<file path="src/rtl/matmul_sp_writer.sv">
// rtl/matmul_sp_writer.sv - captures a packed C matrix and streams its valid
// elements into a scratchpad one beat at a time, keeping sticky overflow flags.
module matmul_sp_writer #(
  parameter int DATA_WIDTH = 8,
  parameter int BUS_WIDTH  = 16,
  parameter int SP_SEL_W   = 2
) (
  input  logic                                         clk_i,
  input  logic                                         rst_i,
  input  logic                                         enable_w_i,
  input  logic [(BUS_WIDTH/DATA_WIDTH)**2*2*DATA_WIDTH-1:0] c_matrix_i,
  input  logic [(BUS_WIDTH/DATA_WIDTH)**2-1:0]         flags_i,
  input  logic [2:0]                                   n_dim_i,
  input  logic [2:0]                                   m_dim_i,
  input  logic [SP_SEL_W-1:0]                          sp_target_i,
  input  logic                                         clear_flags_i,
  input  logic                                         sp_ready_i,
  output logic                                         sp_wr_o,
  output logic [SP_SEL_W+((BUS_WIDTH/DATA_WIDTH)**2 > 1 ? $clog2((BUS_WIDTH/DATA_WIDTH)**2) : 1)-1:0] sp_addr_o,
  output logic [2*DATA_WIDTH-1:0]                      sp_wdata_o,
  output logic                                         busy_o,
  output logic                                         done_o,
  output logic                                         drop_o,
  output logic [(BUS_WIDTH/DATA_WIDTH)**2-1:0]         flags_o
);

  localparam int MAX_DIM = BUS_WIDTH / DATA_WIDTH;
  localparam int NE      = MAX_DIM * MAX_DIM;
  localparam int EW      = 2 * DATA_WIDTH;
  localparam int IDX_W   = (NE > 1) ? $clog2(NE) : 1;
  localparam int CNT_W   = (MAX_DIM > 1) ? $clog2(MAX_DIM) : 1;

  localparam logic [1:0] S_IDLE  = 2'd0;
  localparam logic [1:0] S_WRITE = 2'd1;
  localparam logic [1:0] S_DONE  = 2'd2;

  logic [1:0]          state_q;
  logic [NE*EW-1:0]    c_q;
  logic [SP_SEL_W-1:0] tgt_q;
  logic [CNT_W-1:0]    row_q, col_q, n_last_q, m_last_q;
  logic [NE-1:0]       flags_q;
  logic                drop_q;

  logic [2:0]          n_cl, m_cl;
  logic [NE-1:0]       mask;
  logic [NE-1:0]       flags_base;
  logic [IDX_W-1:0]    idx;
  logic                capture;

  always_comb begin
    n_cl = (int'(n_dim_i) > MAX_DIM) ? 3'(MAX_DIM) : n_dim_i;
    m_cl = (int'(m_dim_i) > MAX_DIM) ? 3'(MAX_DIM) : m_dim_i;
    mask = '0;
    for (int i = 0; i < MAX_DIM; i++) begin
      for (int j = 0; j < MAX_DIM; j++) begin
        mask[i*MAX_DIM+j] = (i < int'(n_cl)) && (j < int'(m_cl));
      end
    end
  end

  assign capture    = enable_w_i && (state_q == S_IDLE);
  assign flags_base = clear_flags_i ? '0 : flags_q;
  assign idx        = IDX_W'(int'(row_q) * MAX_DIM + int'(col_q));

  // Outputs decode straight from state so an async reset drops them at once.
  assign sp_wr_o    = (state_q == S_WRITE);
  assign busy_o     = (state_q == S_WRITE) || (state_q == S_DONE);
  assign done_o     = (state_q == S_DONE);
  assign drop_o     = drop_q;
  assign flags_o    = flags_q;
  assign sp_addr_o  = {tgt_q, idx};
  assign sp_wdata_o = c_q[int'(idx)*EW +: EW];

  always_ff @(posedge clk_i or posedge rst_i) begin
    if (rst_i) begin
      state_q  <= S_IDLE;
      c_q      <= '0;
      tgt_q    <= '0;
      row_q    <= '0;
      col_q    <= '0;
      n_last_q <= '0;
      m_last_q <= '0;
      flags_q  <= '0;
      drop_q   <= 1'b0;
    end else begin
      drop_q <= enable_w_i && (state_q != S_IDLE);

      if (capture) begin
        flags_q <= flags_base | (flags_i & mask);
      end else if (clear_flags_i) begin
        flags_q <= '0;
      end

      case (state_q)
        S_IDLE: begin
          if (enable_w_i) begin
            c_q      <= c_matrix_i;
            tgt_q    <= sp_target_i;
            row_q    <= '0;
            col_q    <= '0;
            n_last_q <= CNT_W'(n_cl - 3'd1);
            m_last_q <= CNT_W'(m_cl - 3'd1);
            state_q  <= ((n_cl == 3'd0) || (m_cl == 3'd0)) ? S_DONE : S_WRITE;
          end
        end
        S_WRITE: begin
          if (sp_ready_i) begin
            if (col_q == m_last_q) begin
              col_q <= '0;
              if (row_q == n_last_q) begin
                state_q <= S_DONE;
              end else begin
                row_q <= row_q + 1'b1;
              end
            end else begin
              col_q <= col_q + 1'b1;
            end
          end
        end
        S_DONE:  state_q <= S_IDLE;
        default: state_q <= S_IDLE;
      endcase
    end
  end

endmodule

</file>
<file path="config.mk">
export PLATFORM = sky130hd
export DESIGN_NAME = matmul_sp_writer
export DESIGN_NICKNAME = d
export VERILOG_FILES = /design/src/rtl/matmul_sp_writer.sv
export SDC_FILE = /design/constraint.sdc
export NUM_CORES = 1
export LEC_CHECK = 0
export CORE_MARGIN = 8
export CORE_UTILIZATION = 48
export CTS_BUF_LIST = sky130_fd_sc_hd__clkbuf_2 sky130_fd_sc_hd__clkbuf_4 sky130_fd_sc_hd__clkbuf_8
export DETAILED_ROUTE_END_ITERATION = 7
export GPL_ROUTABILITY_DRIVEN = 0
export GPL_TIMING_DRIVEN = 0
export HOLD_SLACK_MARGIN = 0.1
export PLACE_DENSITY = 0.81
export SYNTH_ARGS = -nofsm -noshare
export SYNTH_HDL_FRONTEND = slang
export SYNTH_SLANG_ARGS = --single-unit
</file>
<file path="constraint.sdc">
create_clock -name clk_i -period 3.4 [get_ports clk_i]
set_clock_uncertainty 0.2 [all_clocks]
set_input_delay 0.68 -clock clk_i [delete_from_list [all_inputs] [get_ports clk_i]]
set_output_delay 0.68 -clock clk_i [all_outputs]
set_load 0.03 [all_outputs]
</file>
======== Word-level counts from Yosys, hierarchy flattened ========
Index checks and enable logic that the tools add are counted.
word-level totals
  register bits after elaboration ......... 77
  output and inout bits ................... 28
  logic and storage cells ................. 67
cells by class
  bitwise gates (word level) .............. 2
  equality and inequality tests ........... 9
  mux-type cells .......................... 18
  reduce and logical (&&, ||, !) cells .... 17
  add/sub/neg operators ................... 5
  order comparisons ....................... 6
  shift-type cells ........................ 1
operator list
  cell                                                                         number
  64-bit by 7-bit indexed part select with 16-bit output                       1
  1-bit by 3-bit less-than comparator with 1-bit output, first input constant  4
  2-bit two-way mux                                                            5
  4-bit two-way mux                                                            2
  3-bit by 2-bit > comparator with 1-bit output, second input constant         2
  1-bit logical AND                                                            6
  3-bit logical NOT                                                            2
  1-bit two-way mux                                                            6
  3-bit two-way mux                                                            2
  2-bit inequality test, second input constant                                 3
  5-bit AND reduction                                                          1
  4-bit bitwise AND                                                            1
  2-bit by 1-bit inequality test with 1-bit output, second input constant      2
  4-bit OR                                                                     1
  1-bit case mux with 2 select lines                                           2
  2-bit case mux with 2 select lines                                           1
  4-bit AND reduction                                                          1
  2-bit nonzero test                                                           2
  3-bit AND reduction                                                          1
  1-bit adder, second input constant                                           2
  2-bit by 1-bit adder with 2-bit output                                       1
  1-bit equality test                                                          2
  2-bit by 1-bit equality test with 1-bit output, second input constant        1
  2-bit equality test, second input constant                                   1
  4 further kinds                                                              6

======== Depth between registers and ports, before layout ========
Gate-level depths: netlist of the first run.
  depth in word-level cells ............... 7
  gate-level depth with buffers ........... 7
  depth with buffers taken out ............ 6

======== Least setup slack after synthesis of the first run ========
No wires, ideal clock.
  path type ............................... flip-flop to output port
  start ................................... register col_q
  end ..................................... output sp_wdata_o[10]
  data arrival time ....................... 1.251 ns
  path slack .............................. 1.269 ns
  cell stages (with the launch flop) ...... 4
  data required time ...................... 2.520 ns
  cell sequence ........................... dfrtp_1 -> buf_6 -> buf_8 -> mux4_2
between the ends
  cells in the longest elaborated chain, start to end .. 2
RTL lines
  what                                                    RTL line  text
  start: declaration                                      40        logic [CNT_W-1:0] row_q, col_q, n_last_q, m_last_q;
  start signal: assignment                                116       col_q <= col_q + 1'b1;
  2-bit by 1-bit adder with 2-bit output                  63        assign idx = IDX_W'(int'(row_q) * MAX_DIM + int'(col_q));
  64-bit by 7-bit indexed part select with 16-bit output  72        assign sp_wdata_o = c_q[int'(idx)*EW +: EW];
  end: declaration                                        20        output logic [2*DATA_WIDTH-1:0] sp_wdata_o,
No other way between the ends.

======== Final worst setup path of the first run ========
Same ends and word-level chain as after synthesis.

==> impl_results.md, run 1 <==
* Kind of critical path: flip-flop to output pin
* Fill count at 555
* Mapped Area at around 3500 um2
* Multi-input logic area at approximately 1400 um2
* Relative slew slack at 0.600
* Final Hold Fails at 0
* Pwr Total at approximately 4.5 mW
* Number of diodes at 0
* Worst hold slack at around 0.28 ns
* Synth warnings at 0
* Worst vdd ir at roughly 0.38 mV
* Core Rows at 31
* Top cell type's share of synthesized area at 0.550
* Final worst slack at roughly 0.27 ns
* Clock Pin Slew Worst Setup and Hold Paths at approximately 0.080 ns
* Cell variety after synth at 31
* Max stage delay on crit path at 0.61 ns
* Worst slew pin tran at approximately 0.60 ns
* TritonCTS clock tree: yes
* Sequential element share of the synthesized area at 0.550
* Initial antenna violation count at 0
* Chip Width at ~100 um
* Post-CTS sizing at 0
* GRT Util Overall at 0.198
* Syn Area/Cell at 9.70 um2
* First-pass GRT wire length at approximately 16000 um
* Main area contributors after synthesis: dfrtp_1, nand2_1, mux4_2, buf_4, ha_1
* #FFs+latches synth at between 70 and 80
* Hold Crit Class: flip-flop to flip-flop
* Mapped Cells at roughly 360
* Delay-heaviest family, CP: buffers and inverters
* Peak Freq at 320 MHz
* Total grt overflow at 0
* Leak at roughly 2.4 nW
* Register area at approximately 1900 um2
* Root cell of the clock tree: clkbuf_8
* Total Wirelength at 9830 um
* Post-route ant nets at 0
* Startpoint types: flip-flop
* Via/cell ratio at 5.08
* Crit path arrival time at around 2.3 ns
* Clock sink total at between 70 and 80
* Period utilisation layout at 0.920
* Longest Clk Path Bufs at 2
* Detailed Route Iter0 Violations at a little over 100
* Net Sw Frac at 0.395
* Post CTS Setup Buffer Count at 0
* Clk Latency, worst-skew pair at roughly 0.34 ns
* Share of cells above drive strength 1 at 0.113
* Largest net degree at the start of global routing at between 70 and 80
* DIE HEIGHT at approximately 100 um
* Crit-path cells: buf_6, buf_8, mux4_2, clkdlybuf4s50_1
* Maxcap violations at 0
* Worst EP required at ~2.5 ns
* Pre-antenna DRT Iters at 4
* Power per Cell Area at between 900 and 1000 nW/um2
* Slew Limit Fails at 0
* Clock power share at 0.156
* Net Sw Power at ~1.8 mW
* Comb power frac at 0.497
* Post-Route Setup TNS at 0 ns
* Core Util, Final at 0.688
* Place WS at about 0.65 ns
* Worst Setup End Kind: output pin
* Crit path buffers/inverters at 3
* Dpl hpwl at just over 7000 um
* P&R area growth vs syn at 40.9%
* IO Count at ~110
* Residual DRC at 0
* Post-synth net total at 446
* Seq pwr share at 0.347
* Status: complete, no violations
* Routed vias at approximately 3000
* Nets at approximately 570
* Starting density of the core at 0.488
* Crit path max-delay cell type: clkdlybuf4s50_1
* Die ar. at 10300 um2
* Worst R2R Setup Slack at 1.46 ns
* # hold bufs at CTS at 0
* Core area at 7180 um2
* RSZ-0062 raised after global routing: no
* Internal power at ~2.7 mW
* Inserted Clock Buffers at 9
* Vias in the first global route at 3143
* CP max FO at 10
* Port Buf Inserts at 108
* WL per Instance at 16.8 um
* Yosys top cell by area: dfrtp_1
* Final setup violation count at 0
* H-tree level count at 3
* Crit path time final at roughly 3.1 ns
## cells by family after synthesis
| family | synth area share |
|---|---|
| muxes | 0.106 |
| buffers and inverters | 0.0536 |
| adders and majority gates | 0.0143 |
| xor gates and xnor gates | 0.00250 |
| and+or+nand+nor | 0.243 |
| AOI/OAI and AO/OA | 0.0311 |
| DFF | 0.550 |
## routing by layer
metal | vias to the layer above | routed length, um | GRT usage
met5 | - | 0 | 0
met1 | 1468 | 3880 | 0.236
met2 | 92 | 5110 | 0.343
met4 | 0 | 241 | 0.0905
met3 | 17 | 600 | 0.0351
li1 | 1390 | - | -
## power by group through the flow
stage	Sequential [mW]	Clock, mW	Combinational (mW)
after global placement	1.54	0	2.18
after global routing	1.59	0.740	2.41
after detailed placement	1.56	0	2.24
after floorplan	1.55	0	1.43
final	1.55	0.699	2.23
after CTS	1.55	0.709	2.26
## layout by cell type (no fill, tap or decap), types with 2 or more instances in the layout
| master | n |
|---|---|
| a31oi_1 | 2 |
| ha_1 | 4 |
| buf_6 | 4 |
| buf_4 | 8 |
| clkdlybuf4s50_1 | 108 |
| o32ai_1 | 2 |
| nand3_1 | 2 |
| mux4_2 | 16 |
| o21ai_0 | 4 |
| buf_2 | 3 |
| nor2_1 | 5 |
| clkbuf_1 | 5 |
| clkbuf_8 | 11 |
| inv_1 | 8 |
| nor3_1 | 3 |
| a21oi_2 | 2 |
| nand2_1 | 200 |
| clkinv_2 | 2 |
| dfrtp_1 | 77 |
## metrics by stage
| step | area, um2 | instances |
|---|---|---|
| after floorplan | 3500 | 361 |
| after global placement | 4710 | 568 |
| after detailed placement | 4740 | 569 |
| after CTS | 4940 | 584 |
| after global routing | 4940 | 584 |
| final | 4940 | 584 |
## sequential cells by signal, summed over array words and instances, names as in the netlist
name	cells
col_q	1
tgt_q	2
m_last_q	1
c_q	64
drop_o	1
n_last_q	1
flags_o	4
row_q	1
state_q	2
## synth_stat cells
cell type	instances
a21oi_2	2
a22o_1	1
a31o_1	1
a31oi_1	2
a32o_1	1
and2_2	1
and2b_2	1
buf_2	3
buf_4	8
buf_6	4
buf_8	1
clkbuf_1	5
dfrtp_1	77
ha_1	4
inv_1	9
mux2i_1	1
mux4_2	16
nand2_1	200
nand2_2	1
nand3_1	2
nand3b_1	1
nand4_1	1
nor2_1	5
nor2b_1	1
nor2b_4	1
nor3_1	3
o21ai_0	4
o21ai_1	1
o221ai_1	1
o32ai_1	2
xnor2_1	1
## worst paths after layout
kind / from / to / depth (start not counted)
max in group asynchronous: rst_i / c_q[41] / 3
min in group asynchronous: rst_i / c_q[18] / 2
max: col_q / sp_wdata_o[10] / 4
max reg2reg: col_q / state_q[0] / 7
min: c_q[30] / c_q[30] / 2
min reg2reg: c_q[30] / c_q[30] / 2
## tightest hold or removal path, cell delays in order, from the launching register on
cell	delay, ns
dfrtp_1	0.34
nand2_1	0.05
nand2_1	0.05
## cell type report
cell class | count | share of cell area
buffer | 21 | 0.0312
tap | 99 | 0.0251
sequential | 77 | 0.390
multi-input combinational | 254 | 0.281
timing repair buffer | 109 | 0.225
clock buffer | 11 | 0.0307
inverter | 9 | 0.00735
clock inverter | 4 | 0.00963
No activity file was read; power rests on OpenSTA's default activity.
==> run 2, diff against run 1 <==
--- a/config.mk
+++ b/config.mk
@@ -5,8 +5,10 @@
 export SDC_FILE = /design/constraint.sdc
 export NUM_CORES = 1
 export LEC_CHECK = 0
+export CELL_PAD_IN_SITES_DETAIL_PLACEMENT = 1
+export CELL_PAD_IN_SITES_GLOBAL_PLACEMENT = 1
 export CORE_MARGIN = 8
-export CORE_UTILIZATION = 48
+export CORE_UTILIZATION = 36
 export CTS_BUF_LIST = sky130_fd_sc_hd__clkbuf_2 sky130_fd_sc_hd__clkbuf_4 sky130_fd_sc_hd__clkbuf_8
 export DETAILED_ROUTE_END_ITERATION = 7
 export GPL_ROUTABILITY_DRIVEN = 0
==> run 2 against run 1 <==
Setup slack worse by 0.019 ns. Via count decreased by 0.78%. Flip-flop and latch count unchanged. Fmax shrank 0.62%. Hold slack about the same. Wire length rose by 13%. Critical path depth unchanged. Die area up 28%. Global-route usage decreased by 2.1 points. Sequential share of layout area is 0.33 points lower. First-iteration DRC count grew 14%. Critical endpoint unchanged.
==> impl_results.md, run 2 (synthesis results as in run 1) <==
* Net Sw Power at ~1.8 mW
* Worst Setup End Kind: output pin
* Slew Limit Fails at 0
* Pre-antenna DRT Iters at 4
* Chip Width at between 100 and 150 um
* Vias in the first global route at 3371
* TritonCTS clock tree: yes
* Starting density of the core at 0.365
* Worst slew pin tran at around 0.69 ns
* P&R area growth vs syn at 42.1%
* Kind of critical path: flip-flop to output pin
* Place WS at roughly 0.62 ns
* Crit path arrival time at between 2 and 2.5 ns
* First-pass GRT wire length at about 18000 um
* Most frequent cells in the layout: nand2_1, clkdlybuf4s50_1, dfrtp_1, mux4_2, clkbuf_8
* Core Util, Final at 0.519
* Clock Pin Slew Worst Setup and Hold Paths at roughly 0.080 ns
* Initial antenna violation count at 0
* Startpoint types: flip-flop
* Post-CTS sizing at 0
* GRT Util Overall at 0.178
* Commonest non-fill, non-tap cell in the layout: nand2_1
* Total Wirelength at approximately 11000 um
* Post-route ant nets at 0
* Crit path time final at ~3.1 ns
* Placed cell count at between 600 and 700
* Port Buf Inserts at around 110
* Longest Clk Path Bufs at 2
* Final Hold Fails at 0
* RSZ-0062 raised after global routing: no
* Inserted Clock Buffers at 9
* Die ar. at about 13000 um2
* Power per Cell Area at 912 nW/um2
* Fill count at 1107
* Leak at ~2.4 nW
* Detailed Route Iter0 Violations at 117
* Number of diodes at 0
* Residual DRC at 0
* Worst vdd ir at 0.359 mV
* Max reg flops at 64
* Period utilisation layout at 0.926
* Core Rows at 36
* Routed vias at between 2000 and 3000
* Root cell of the clock tree: clkbuf_8
* # hold bufs at CTS at 0
* Final worst slack at 0.252 ns
* Clk Latency, worst-skew pair at between 0.3 and 0.4 ns
* Most flops, register: c_q
* Share of cells above drive strength 1 at 0.113
* Total grt overflow at 0
* DIE HEIGHT at approximately 110 um
* Seq pwr share at 0.343
* Via/cell ratio at ~4.8
* Reg2reg path depth at 6
* Clock power share at 0.157
* WHS Path Cells at 2
* Largest net degree at the start of global routing at 48
* Net Sw Frac at 0.402
* Dpl hpwl at slightly above 8000 um
* Nets at approximately 570
* Final setup violation count at 0
* WL per Instance at 18.0 um
* Relative slew slack at 0.538
* Peak Freq at 318 MHz
* Comb power frac at 0.500
* Worst R2R Setup Slack at between 1 and 1.5 ns
* Core area at between 9000 and 10000 um2
* Non-filler cells, final at between 600 and 700
* CP max FO at 10
* Post CTS Setup Buffer Count at 0
* Internal power at ~2.7 mW
* Clock sink total at 77
* Status: complete, no violations
* Worst EP required at 2.52 ns
* Hold Crit Class: flip-flop to flip-flop
* Pwr Total at between 4 and 5 mW
* H-tree level count at 3
* IO Count at around 110
* Maxcap violations at 0
## run 2: cell counts in the layout (fill, tap and decap cells not counted)
Identical to the previous run, type by type.
## run 2: path summary, 6_finish.rpt
check,start,endpoint
worst min register to register,c_q[39],c_q[39]
max in group asynchronous,rst_i,state_q[1]
worst max register to register,state_q[0],c_q[1]
worst max-delay path,col_q,sp_wdata_o[10]
worst min-delay path,c_q[39],c_q[39]
min in group asynchronous,rst_i,tgt_q[0]
## run 2: power groups by stage
stage          clock network (mW)  registers, mW  logic [mW]
5_1_grt                     0.758           1.61        2.46
2_1_floorplan                   0           1.55        1.43
4_1_cts                     0.723           1.56        2.31
3_3_place_gp                    0           1.54        2.23
6_report                    0.711           1.56        2.27
3_5_place_dp                    0           1.57        2.30
## run 2: cell type report
| cell class | instances | area [um2] | share of cell area |
|---|---|---|---|
| clock inverters | 4 | 47.5 | 0.00955 |
| flip-flops and latches | 77 | 1930 | 0.387 |
| repair buffers | 109 | 1110 | 0.223 |
| well taps | 133 | 166 | 0.0334 |
| plain buffers | 21 | 154 | 0.0309 |
| clock buffers | 11 | 151 | 0.0304 |
| multi-input cells | 254 | 1390 | 0.279 |
| inverters | 9 | 36.3 | 0.00729 |
## run 2: critical path, stage by stage (launching register included)
cell             delay, ns
dfrtp_1               0.37
buf_6                 0.19
buf_8                 0.18
mux4_2                0.55
clkdlybuf4s50_1       0.62
## run 2: stage by stage
| stage | TNS [ns] | hold slack, ns | cell area (um2) |
|---|---|---|---|
| floorplan | 0 | 0.240 | 3500 |
| global placement | -54.54 | 0.253 | 4750 |
| detailed placement | 0 | 0.258 | 4780 |
| CTS | 0 | 0.277 | 4980 |
| global route | 0 | 0.294 | 4980 |
| finish | 0 | 0.276 | 4980 |
## run 2: per-layer routing
layer | part of all wire | up-vias | global-route usage | wire length (um)
met1 | 0.41 | 1472 | 0.206 | 4530
met2 | 0.53 | 70 | 0.314 | 5880
met5 | 0 | - | 0 | 0
li1 | - | 1385 | - | -
met3 | 0.048 | 17 | 0.0411 | 529
met4 | 0.015 | 0 | 0.0594 | 170
==> run 3, diff against run 2 <==
--- a/config.mk
+++ b/config.mk
@@ -14,7 +14,7 @@
 export GPL_ROUTABILITY_DRIVEN = 0
 export GPL_TIMING_DRIVEN = 0
 export HOLD_SLACK_MARGIN = 0.1
-export PLACE_DENSITY = 0.81
+export PLACE_DENSITY_LB_ADDON = 0.1
 export SYNTH_ARGS = -nofsm -noshare
 export SYNTH_HDL_FRONTEND = slang
 export SYNTH_SLANG_ARGS = --single-unit
==> run 3 against run 2 <==
Setup slack better by 0.021 ns. Via count up 0.20%. Register-to-register slack about the same. Design area down 0.73%. Clock power down 11%. Critical path depth unchanged. Combinational power about the same. Total power down 2.4%. Die area unchanged. Critical path type unchanged. First-iteration DRC count down 13%. Largest cell class unchanged. Sequential power about the same. Sequential share of layout area up 0.28 points. Largest power group unchanged.
==> impl_results.md, run 3 (synthesis results as in run 1) <==
* Worst slew pin tran at between 0.6 and 0.7 ns
* Crit-path cells: buf_6, buf_8, mux4_2, clkdlybuf4s50_1
* Total Wirelength at 11000 um
* Post-Place Cell Area at between 4000 and 5000 um2
* Largest net degree at the start of global routing at 41
* Total grt overflow at 0
* Hold Crit Class: flip-flop to flip-flop
* Clock Pin Slew Worst Setup and Hold Paths at 0.07 ns
* Status: complete, no violations
* Post-Route Setup TNS at 0 ns
* Place WS at approximately 0.63 ns
* TritonCTS clock tree: yes
* Dpl hpwl at between 8000 and 9000 um
* Hold_sp: c_q[42]
* Kind of critical path: flip-flop to output pin
* Power per Cell Area at around 900 nW/um2
* Final Hold Fails at 0
* Period utilisation layout at 0.920
* Max reg flops at between 60 and 70
* Initial antenna violation count at 0
* Detailed Route Iter0 Violations at ~100
* Core area at approximately 9600 um2
* Worst EP required at roughly 2.5 ns
* First-pass GRT wire length at 17900 um
* Clock sink total at slightly below 80
* Nets at 566
* Slew Limit Fails at 0
* Vias in the first global route at between 3000 and 4000
* Core Util, Final at 0.515
* Number of diodes at 0
* Via/cell ratio at 4.77
* Core Rows at 36
* Non-filler cells, final at between 600 and 700
* Pwr Total at roughly 4.4 mW
* Most flops, register: c_q
* Setup crit start: col_q
* DIE HEIGHT at about 110 um
* Clk Latency, worst-skew pair at roughly 0.35 ns
* Design area at about 5000 um2
* Chip Width at 115 um
* Startpoint types: flip-flop
* R2r startpoint: col_q
* Placed cell count at 603
* Final setup violation count at 0
* Post-route ant nets at 0
* Final worst slack at roughly 0.27 ns
* Crit path time final at approximately 3.1 ns
* IO Count at between 100 and 150
* Routed vias at 2950
* Crit path arrival time at ~2.3 ns
* GRT Util Overall at 0.180
* Share of cells above drive strength 1 at 0.113
* Relative slew slack at 0.544
* Worst vdd ir at roughly 0.32 mV
* Leak at ~2.4 nW
* Port Buf Inserts at ~110
* Commonest non-fill, non-tap cell in the layout: nand2_1
* CP max FO at 10
* Inserted Clock Buffers at 9
* P&R area growth vs syn at 41.1%
* Max stage delay on crit path at roughly 0.6 ns
* Peak Freq at between 300 and 400 MHz
* Maxcap violations at 0
* Residual DRC at 0
* H-tree level count at 3
* RSZ-0062 raised after global routing: no
* Post-CTS sizing at 0
* Longest Clk Path Bufs at 2
* Starting density of the core at 0.365
* # hold bufs at CTS at 0
* Worst hold slack at approximately 0.28 ns
* Die ar. at 13100 um2
* WL per Instance at around 18 um
* Most frequent cells in the layout: nand2_1, clkdlybuf4s50_1, dfrtp_1, mux4_2, clkbuf_8
* Pre-antenna DRT Iters at 4
* Crit path max-delay cell type: clkdlybuf4s50_1
* Post CTS Setup Buffer Count at 0
* Root cell of the clock tree: clkbuf_8
* Worst Setup End Kind: output pin
==> run 3: metal layers <==
layer | global-route usage | vias to the layer above | part of all wire | wire length, um
met5 | 0 | - | 0 | 0
met4 | 0.0532 | 0 | 0.012 | 130
met3 | 0.0538 | 11 | 0.054 | 590
met2 | 0.315 | 71 | 0.50 | 5510
met1 | 0.206 | 1474 | 0.43 | 4730
li1 | - | 1394 | - | -
==> run 3: worst max-delay path, delay by kind of cell, from the launching register on <==
kind | cells | cell delay (ns)
mux | 1 | 0.52
flops | 1 | 0.36
buf+inv | 3 | 1.01
==> run 3: path summary, 6_finish.rpt <==
| kind | to | slack [ns] | cells past startpoint |
|---|---|---|---|
| min in group asynchronous | c_q[29] | 0.52 | 2 |
| min | c_q[42] | 0.28 | 2 |
| min reg2reg | c_q[42] | 0.28 | 2 |
| max in group asynchronous | c_q[8] | 1.87 | 3 |
| max | sp_wdata_o[6] | 0.27 | 4 |
| max reg2reg | state_q[0] | 1.47 | 7 |
==> run 3: report_power, final <==
part | internal (mW) | leakage (nW) | total (mW) | switching, mW
logic | 1.01 | 1.31 | 2.25 | 1.24
registers | 1.33 | 0.952 | 1.55 | 0.219
clock network | 0.304 | 0.0935 | 0.630 | 0.326
total | 2.64 | 2.35 | 4.43 | 1.79
==> run 3: area by class of cell <==
cell class | count | area (um2)
Buffer | 21 | 154
Clock buffer | 13 | 160
Clock inverter | 2 | 10.0
Fill cell | 1130 | 4650
Inverter | 9 | 36.3
Multi-Input combinational cell | 254 | 1390
Sequential cell | 77 | 1930
Tap cell | 133 | 166
Timing Repair Buffer | 109 | 1100
